==> config.mk <==
export PLATFORM = sky130hd
export DESIGN_NAME = cla_add_arbiter
export DESIGN_NICKNAME = d
export VERILOG_FILES = /design/src/rtl/cla_arb_pkg.sv /design/src/rtl/CarryLookHeadAdder.sv /design/src/rtl/rr_arbiter.sv /design/src/rtl/cla_add_arbiter.sv
export SDC_FILE = /design/constraint.sdc
export NUM_CORES = 1
export LEC_CHECK = 0
export CAP_MARGIN = 20
export CORE_UTILIZATION = 37
export CTS_CLUSTER_SIZE = 24
export DETAILED_ROUTE_END_ITERATION = 10
export GPL_TIMING_DRIVEN = 0
export PLACE_DENSITY = 0.79
export SLEW_MARGIN = 15
export SYNTH_ARGS = -nofsm -noshare
export SYNTH_HDL_FRONTEND = slang
export SYNTH_SLANG_ARGS = --single-unit
==> constraint.sdc <==
create_clock -name clk -period 5.9 [get_ports clk]
set_input_delay 0.885 -clock clk [delete_from_list [all_inputs] [get_ports clk]]
set_output_delay 0.885 -clock clk [all_outputs]
set_load 0.05 [all_outputs]
==> src/rtl/cla_arb_pkg.sv <==
// Shared widths for the arbitrated carry-lookahead adder block.
package cla_arb_pkg;

  localparam int ADD_W = 32;
  localparam int SUM_W = ADD_W + 1;
  localparam int GRP_W = 4;

endpackage

==> src/rtl/CarryLookHeadAdder.sv <==
// 32-bit carry-lookahead adder: 4-bit lookahead groups chained by group generate/propagate.
module CarryLookHeadAdder
  import cla_arb_pkg::*;
(
  input  logic [ADD_W-1:0] A,
  input  logic [ADD_W-1:0] B,
  output logic [SUM_W-1:0] Sum
);

  localparam int NGRP = ADD_W / GRP_W;

  logic [ADD_W-1:0] g;
  logic [ADD_W-1:0] p;
  logic [ADD_W:0]   c;
  logic [NGRP-1:0]  gg;
  logic [NGRP-1:0]  pg;

  assign g    = A & B;
  assign p    = A ^ B;
  assign c[0] = 1'b0;

  for (genvar j = 0; j < NGRP; j++) begin : g_grp
    localparam int B0 = j * GRP_W;

    assign c[B0+1] = g[B0] | (p[B0] & c[B0]);
    assign c[B0+2] = g[B0+1] | (p[B0+1] & g[B0]) | (p[B0+1] & p[B0] & c[B0]);
    assign c[B0+3] = g[B0+2] | (p[B0+2] & g[B0+1]) | (p[B0+2] & p[B0+1] & g[B0])
                   | (p[B0+2] & p[B0+1] & p[B0] & c[B0]);

    // Group terms let the carry skip a whole nibble in one gate level.
    assign gg[j] = g[B0+3] | (p[B0+3] & g[B0+2]) | (p[B0+3] & p[B0+2] & g[B0+1])
                 | (p[B0+3] & p[B0+2] & p[B0+1] & g[B0]);
    assign pg[j] = p[B0+3] & p[B0+2] & p[B0+1] & p[B0];

    assign c[B0+4] = gg[j] | (pg[j] & c[B0]);
  end

  assign Sum = {c[ADD_W], p ^ c[ADD_W-1:0]};

endmodule

==> src/rtl/rr_arbiter.sv <==
// Combinational round-robin picker: first set request at or above ptr, wrapping modulo N.
module rr_arbiter #(
  parameter  int N  = 4,
  localparam int IW = (N > 1) ? $clog2(N) : 1
) (
  input  logic [N-1:0]  req,
  input  logic [IW-1:0] ptr,
  input  logic          en,
  output logic [N-1:0]  gnt,
  output logic [IW-1:0] gnt_id
);

  localparam logic [IW:0] NV = (IW + 1)'(N);

  logic [IW:0] idx;
  logic        found;

  always_comb begin
    gnt    = '0;
    gnt_id = '0;
    found  = 1'b0;
    idx    = '0;
    for (int k = 0; k < N; k++) begin
      idx = {1'b0, ptr} + (IW + 1)'(k);
      if (idx >= NV) idx = idx - NV;
      if (en && !found && req[idx[IW-1:0]]) begin
        found              = 1'b1;
        gnt[idx[IW-1:0]]   = 1'b1;
        gnt_id             = idx[IW-1:0];
      end
    end
  end

endmodule

==> src/rtl/cla_add_arbiter.sv <==
// Round-robin sharing of one carry-lookahead adder among NREQ requesters,
// with a one-entry tagged result register.
module cla_add_arbiter
  import cla_arb_pkg::*;
#(
  parameter int NREQ = 4,
  parameter int IDW  = $clog2(NREQ)
) (
  input  logic                  clk,
  input  logic                  rst_n,
  input  logic [NREQ-1:0]       req_valid,
  output logic [NREQ-1:0]       req_ready,
  input  logic [NREQ*ADD_W-1:0] req_a,
  input  logic [NREQ*ADD_W-1:0] req_b,
  input  logic [NREQ-1:0]       req_mask,
  output logic                  rsp_valid,
  input  logic                  rsp_ready,
  output logic [SUM_W-1:0]      rsp_sum,
  output logic [IDW-1:0]        rsp_id,
  output logic [31:0]           op_count
);

  // Handshake: a transfer happens on a side when valid && ready at the rising
  // edge. Sources hold valid and data until ready; ready here is derived from
  // valid (never the reverse), and rsp_valid/rsp_sum/rsp_id stay put until rsp_ready.

  logic [NREQ-1:0]  eligible;
  logic [NREQ-1:0]  gnt;
  logic [IDW-1:0]   gnt_id;
  logic [IDW-1:0]   ptr;
  logic [IDW-1:0]   ptr_nxt;
  logic             slot_free;
  logic             xfer;
  logic [ADD_W-1:0] op_a;
  logic [ADD_W-1:0] op_b;
  logic [SUM_W-1:0] sum;

  assign eligible  = req_valid & req_mask;
  assign slot_free = !rsp_valid || rsp_ready;

  // Gating with rst_n keeps every ready low during reset cycles.
  rr_arbiter #(.N(NREQ)) u_arb (
    .req    (eligible),
    .ptr    (ptr),
    .en     (slot_free && rst_n),
    .gnt    (gnt),
    .gnt_id (gnt_id)
  );

  assign req_ready = gnt;
  assign xfer      = |gnt;

  assign op_a = req_a[int'(gnt_id)*ADD_W +: ADD_W];
  assign op_b = req_b[int'(gnt_id)*ADD_W +: ADD_W];

  CarryLookHeadAdder u_add (
    .A   (op_a),
    .B   (op_b),
    .Sum (sum)
  );

  assign ptr_nxt = (gnt_id == IDW'(NREQ - 1)) ? '0 : gnt_id + 1'b1;

  always_ff @(posedge clk) begin
    if (!rst_n) begin
      rsp_valid <= 1'b0;
      rsp_sum   <= '0;
      rsp_id    <= '0;
      ptr       <= '0;
      op_count  <= '0;
    end else begin
      if (xfer) begin
        rsp_valid <= 1'b1;
        rsp_sum   <= sum;
        rsp_id    <= gnt_id;
        ptr       <= ptr_nxt;
        op_count  <= op_count + 32'd1;
      end else if (rsp_valid && rsp_ready) begin
        rsp_valid <= 1'b0;
      end
    end
  end

  a_ready_onehot : assert property (@(posedge clk) disable iff (!rst_n)
    $onehot0(req_ready));

  a_rsp_hold : assert property (@(posedge clk) disable iff (!rst_n)
    (rsp_valid && !rsp_ready) |=> (rsp_valid && $stable(rsp_sum) && $stable(rsp_id)));

endmodule

* After elaboration in Yosys (flattened, before gate mapping)
Index checks and enable logic that the tools add are counted.
** Word-level totals
- Word-level logic and storage cells :: 287
- Input bits :: 267
- Flip-flop bits (word level) :: 70
** Cells by class
- Shift-type cells :: 2
- Equality and inequality tests :: 1
- Multiplexer cells :: 34
- Reduce and logical (&&, ||, !) cells :: 20
- Bitwise operators :: 204
- Add/subtract/negate cells :: 9
- $lt $le $gt $ge :: 12
** Operator list (number)
- 128-bit by 8-bit indexed part select with 32-bit output :: 2
- 1-bit bitwise AND :: 121
- 1-bit OR :: 76
- 32-bit bitwise XOR :: 2
- 32-bit by 1-bit adder with 32-bit output (second input constant) :: 1
- 32-bit bitwise AND :: 1
- 2-bit 2-to-1 mux :: 9
- 4-bit 2-to-1 mux :: 4
- 1-bit logical AND :: 13
- 1-bit 2-to-1 mux :: 13
- 2-bit by 3-bit less-than comparator with 1-bit output (second input constant) :: 4
- 4-bit OR :: 3
- 3-bit greater-or-equal comparator (second input constant) :: 3
- 1-bit binary-select mux with 2-bit select :: 4
- 1-bit demux with 2-bit select :: 4
- 2-bit by 1-bit greater-or-equal comparator with 1-bit output (second input constant) :: 4
- 2-bit by 1-bit subtractor with 2-bit output (second input constant) :: 4
- 2-bit by 2-bit adder with 3-bit output (second input constant) :: 2
- 4-bit bitwise AND :: 1
- 1-bit zero test :: 4
- 4-bit OR reduction :: 1
- 2-bit by 1-bit adder with 3-bit output (second input constant) :: 1
- 2-bit by 3-bit greater-or-equal comparator with 1-bit output (second input constant) :: 1
- 2-bit by 1-bit adder with 2-bit output (second input constant) :: 1
- 3 further kinds :: 3

* Longest topological paths before layout
- Word-level depth :: 39
- Mapped depth :: 25
- Gate-level depth less buffers :: 23

* Cells and area by module
Synthesis repeated with hierarchy kept, for this count alone.
** Second synthesis, totals
- Cell total of the unflattened synthesis :: 651
- Area, all modules :: 6348.6 um^2
** Modules (own cells, without submodules)
- cla_add_arbiter :: area each 4421.7 um^2, times used 1, cells an instance 429
- CarryLookHeadAdder :: area each 1290.0 um^2, times used 1, cells an instance 151
- rr_arbiter :: area each 636.9 um^2, times used 1, cells an instance 71

* Least setup slack after synthesis
No wires, ideal clock.
- Path kind :: input to register
- Start point :: input port req_valid[1]
- End point :: register rsp_sum[29]
- Slack :: 322 ps
- Stages :: 23
- Data required time :: 5783 ps
- Arrival time :: 5461 ps
- Buffers on the path :: 3
- Setup time :: 117 ps
- Cell sequence :: and3_1 a2111oi_0 o2111a_1 or3_1 o21a_1 clkbuf_1 clkbuf_1 buf_1 nand2_1 a31oi_1 ha_1 nand3_1 nor2_1 o2111ai_1 a2111oi_0 o21ai_0 a211o_1 nand2_1 a21oi_1 fa_1 xnor2_1 mux2i_1 nor2b_1
** On the way
- Word-level cells in the longest chain between the ends :: 38
** RTL lines
- from (decl) :: RTL line cla_add_arbiter.sv:11 : input logic [NREQ-1:0] req_valid,
- 4-bit bitwise AND * :: RTL line cla_add_arbiter.sv:38 : assign eligible = req_valid & req_mask;
- 1-bit binary-select mux with 2-bit select :: RTL line rr_arbiter.sv:26 : if (en && !found && req[idx[IW-1:0]]) begin
- 1-bit 2-to-1 mux (implied by the code) :: RTL line rr_arbiter.sv:26
- 1-bit logical AND :: RTL line rr_arbiter.sv:26
- 1-bit 2-to-1 mux :: RTL line rr_arbiter.sv:26
- 1-bit zero test :: RTL line rr_arbiter.sv:26
- 1-bit logical AND (2 in a row) :: RTL line rr_arbiter.sv:26
- 1-bit 2-to-1 mux :: RTL line rr_arbiter.sv:26
- (+21 left out)
- 1-bit OR :: RTL line CarryLookHeadAdder.sv:35 : assign c[B0+4] = gg[j] | (pg[j] & c[B0]);
- 1-bit bitwise AND :: RTL line CarryLookHeadAdder.sv:35
- 1-bit OR :: RTL line CarryLookHeadAdder.sv:35
- 1-bit bitwise AND :: RTL line CarryLookHeadAdder.sv:35
- 1-bit OR :: RTL line CarryLookHeadAdder.sv:35
- 1-bit bitwise AND :: RTL line CarryLookHeadAdder.sv:25 : assign c[B0+1] = g[B0] | (p[B0] & c[B0]);
- 1-bit OR :: RTL line CarryLookHeadAdder.sv:25
- 32-bit bitwise XOR :: RTL line CarryLookHeadAdder.sv:38 : assign Sum = {c[ADD_W], p ^ c[ADD_W-1:0]};
- to (signal assigned) :: RTL line cla_add_arbiter.sv:74 : rsp_sum <= sum;
- to (decl) :: RTL line cla_add_arbiter.sv:18 : output logic [SUM_W-1:0] rsp_sum,
Mark *: on every way between the ends. The rest lies on a longest branch, timed or not. The select of a mux whose other input is x is not followed.
A chain may end at the register's enable or synchronous reset.

* Final worst setup path
- Start point :: input port req_valid[2]
- End point :: register rsp_sum[29]
Same word-level chain as after synthesis.

==> out/qor.yml <==
critical_path:
  reg2reg_slack_ps: 280
  required_ps: 6120
  worstSetupStartpoint: "req_valid[2]"
  startpoint_type: "input port"
  crit_path_end_kind: "register"
  crit_fanout: 10
  reg2regPathDepth: 24
  crit_arrival_ps: 5960
  r2r-start: "ptr[1]"
  path_class: "in -> reg"
run:
  cap_violations: 0
route:
  route.detailed.drc: 0
  via_count: 7556
  viasPerCell: 5.27
  routed_wl_um: 26200
  drt_iter0_drc: 316
  avgRoutedWirePerCell_um: 18.3
  postRouteAntennaNets: 0
  first_pass_iters: 5
synth:
  synth_top_area_cell: "dfxtp_1"
  synth-simple-area-share_pct: 27.2
  synth_compound_area_share_pct: 19.9
  synth_fa_ha_area_share_pct: 9.58
  netlist_area_um2: 6500
  synth_area_leaders: "dfxtp_1, nand2_1, and2_1"
  syn_inst: 846
  synth-async-reset-ratio_pct: 0
  synthMuxAreaShare_pct: 9.89
  synth_top_cell_area_share_pct: 21.5
  ys_seq_area_share_pct: 21.5
  yosys_warnings: 0
  synth_xor_area_share_pct: 7.14
  syn_nets: 1158
  synth_top_family_by_area: "simple AND/OR/NAND/NOR gates"
  ys_seq_elements: 70
  syn_avg_cell_area_um2: 7.69
  synth_edf_count: 0
  synthFlopType: "dfxtp_1"
  yosysUniqueCellTypes: 55
final_layout:
  seqCellArea_um2: 1400
  drive_gt1_share_pct: 8.19
  stdcell_count: 1435
  synthToLayoutAreaGrowth_pct: 66.7
  fin_area_um2: 10800
  layout.nets: 1517
  multiInputGateArea_um2: 4980
  filler_cell_count: 1534
sta:
  setup_violations: 0
  hold_viol: 0
  slew_headroom_pct: 41.4
  worstMarginPinSlew_ps: 871
  min_period_ps: 5740
  finalClockSkew_ps: 5.10
  slew_viol_final: 0
  fin_crit_sh_pct: 97.3
  fmax_mhz: 174
global_route:
  antenna_found_initial: 1
  grtUsageTotal_pct: 28.5
  grt_max_degree: 12
  grt_pass1_wl_um: 39600
  grt_pass1_vias: 7414
  grt_overflow: 0
floorplan:
  start_util_pct: 37.7
  die_x_um: 135
  io_pins: 339
  die_y_um: 135
  rows: 48
  die-area_um2: 18100
  core_um2: 17200
clock_network:
  clk_pin_slew_ps: 60
  cts_buffers: 9
  root_buffer: "clkbuf_16"
  ctsHtreeMaxLevel: 3
  cts.sinks: 70
  cts_tree: "done"
  clk_path_buf_depth: 2
  clk_latency_ps: 330
power_and_ir_drop:
  peakVddDrop_mv: 0.247
  power.density_nw_per_um2: 573
  p_leak_nw: 4.36
  power_w: 0.00621
worst_hold_path:
  min_delay_path_depth: 2
  holdCritPathClass: "reg -> reg"
  min_from: "rsp_sum[15]"
place:
  io_buffer_count: 338
  gp_congestion: 0.914
  dp_hpwl_um: 21300
  place_inst: 1409
  placedInstanceArea_um2: 10200
run_status:
  outcome: "finished, final reports clean"
-- placed cells by master, fill, tap and decap left out, drive strengths merged, types with 2 or more instances in the layout --
cell	n
xor2	3
nand4	8
and4	4
buf	34
nand3b	2
nand2b	5
a31oi	53
o21ai	19
nor2b	24
nand3	22
xnor2	50
o211a	9
ha	37
nor4	2
nor3	2
nand2	159
clkbuf	42
nor2	22
o31a	2
a21boi	3
o2111a	2
and2	88
a221o	2
inv	21
mux4	2
a21oi	24
mux2	6
and3	8
o21a	5
clkdlybuf4s50	338
mux2i	53
dfxtp	70
a211oi	52
a222oi	2
fa	8
a22o	2
bufinv	2
a2111oi	3
a21o	4
-- state kept, by name (all words and copies together), names as in the netlist --
name / count
rsp_valid: 1
op_count: 32
ptr: 2
rsp_sum: 33
rsp_id: 2
-- cell families (layout without fill, tap and decap cells) --
logic type                 after synthesis  in the layout
and+or+nand+nor                        352            352
AOI/OAI and AO/OA                      188            188
buffers and inverters                   77            440
DFF                                     70             70
muxes                                   61             61
xor gates and xnor gates                53             53
adders and majority gates               45             45
other                                    0              1
-- repair_timing --
action	in CTS	in global routing
endpoints found under the setup margin	27	16
buffers inserted	1	11
hold buffers	0	0
pin swaps	1	8
gates resized for setup	57	59
endpoints found under the hold margin	0	0
-- final timing paths --
path	end
hold / removal	rsp_sum[15]
setup / recovery	rsp_sum[29]
setup reg to reg	rsp_sum[29]
hold reg to reg	rsp_sum[15]
-- critical path, stage by stage --
cell and delay [ps]:
clkdlybuf4s50_1 500, nand2_1 80, mux4_2 490, o2111a_2 200, or3_4 360, o21ai_4 170, buf_8 180, buf_2 220
nand2_1 130, a31oi_4 210, ha_1 200, nand3_1 100, nor2_2 200, o2111ai_4 190, a2111oi_4 440, o21ai_2 150
a211o_1 270, nand2_1 100, a21oi_1 90, fa_1 410, xnor2_2 150, mux2i_1 130, nor2b_1 60
-- report_power, final --
| group | total, W | switching (W) | internal [W] |
|---|---|---|---|
| Sequential | 0.000615 | 0.0000508 | 0.000564 |
| Combinational | 0.00503 | 0.00291 | 0.00212 |
| Clock | 0.000566 | 0.000199 | 0.000367 |
| Total | 0.00621 | 0.00316 | 0.00305 |
-- cell usage after synthesis (17+ instances only) --
master	n
a31oi_1	53
a211oi_1	52
o21ai_0	18
nand2_1	159
ha_1	37
mux2i_1	53
and2_1	87
nor2_1	22
xnor2_1	50
dfxtp_1	70
inv_1	21
nor2b_1	24
a21oi_1	24
nand3_1	17
clkbuf_1	43
-- metrics by stage --
step | hold slack, ps | util [%] | setup WS [ps] | setup TNS (ps)
after CTS | 461 | 61.7 | 20.6 | 0
after global placement | 445 | 59.0 | -1850 | -30590
after detailed placement | 453 | 59.0 | -2050 | -33450
after floorplan | 676 | - | 322 | 0
final | 457 | 62.9 | 162 | 0
after global routing | 481 | 62.9 | -39.4 | -65.5
-- area by class of cell --
class,count,share of cell area [%]
clock inverter,4,0.669
sequential,70,12.9
multi-input combinational,699,45.9
timing repair buffer,350,32.0
antenna,1,0.0231
buffer,54,2.95
clock buffer,11,2.15
inverter,21,0.727
tap,225,2.60
-- per-layer routing --
metal	vias to the layer above	part of all wire (%)	global-route usage, %
met5	-	0	0
met4	0	2.6	10.2
met3	37	6.4	5.48
met2	323	51	51.7
met1	3486	40	33.0
li1	3710	-	-
No activity file was read; power rests on OpenSTA's default activity.
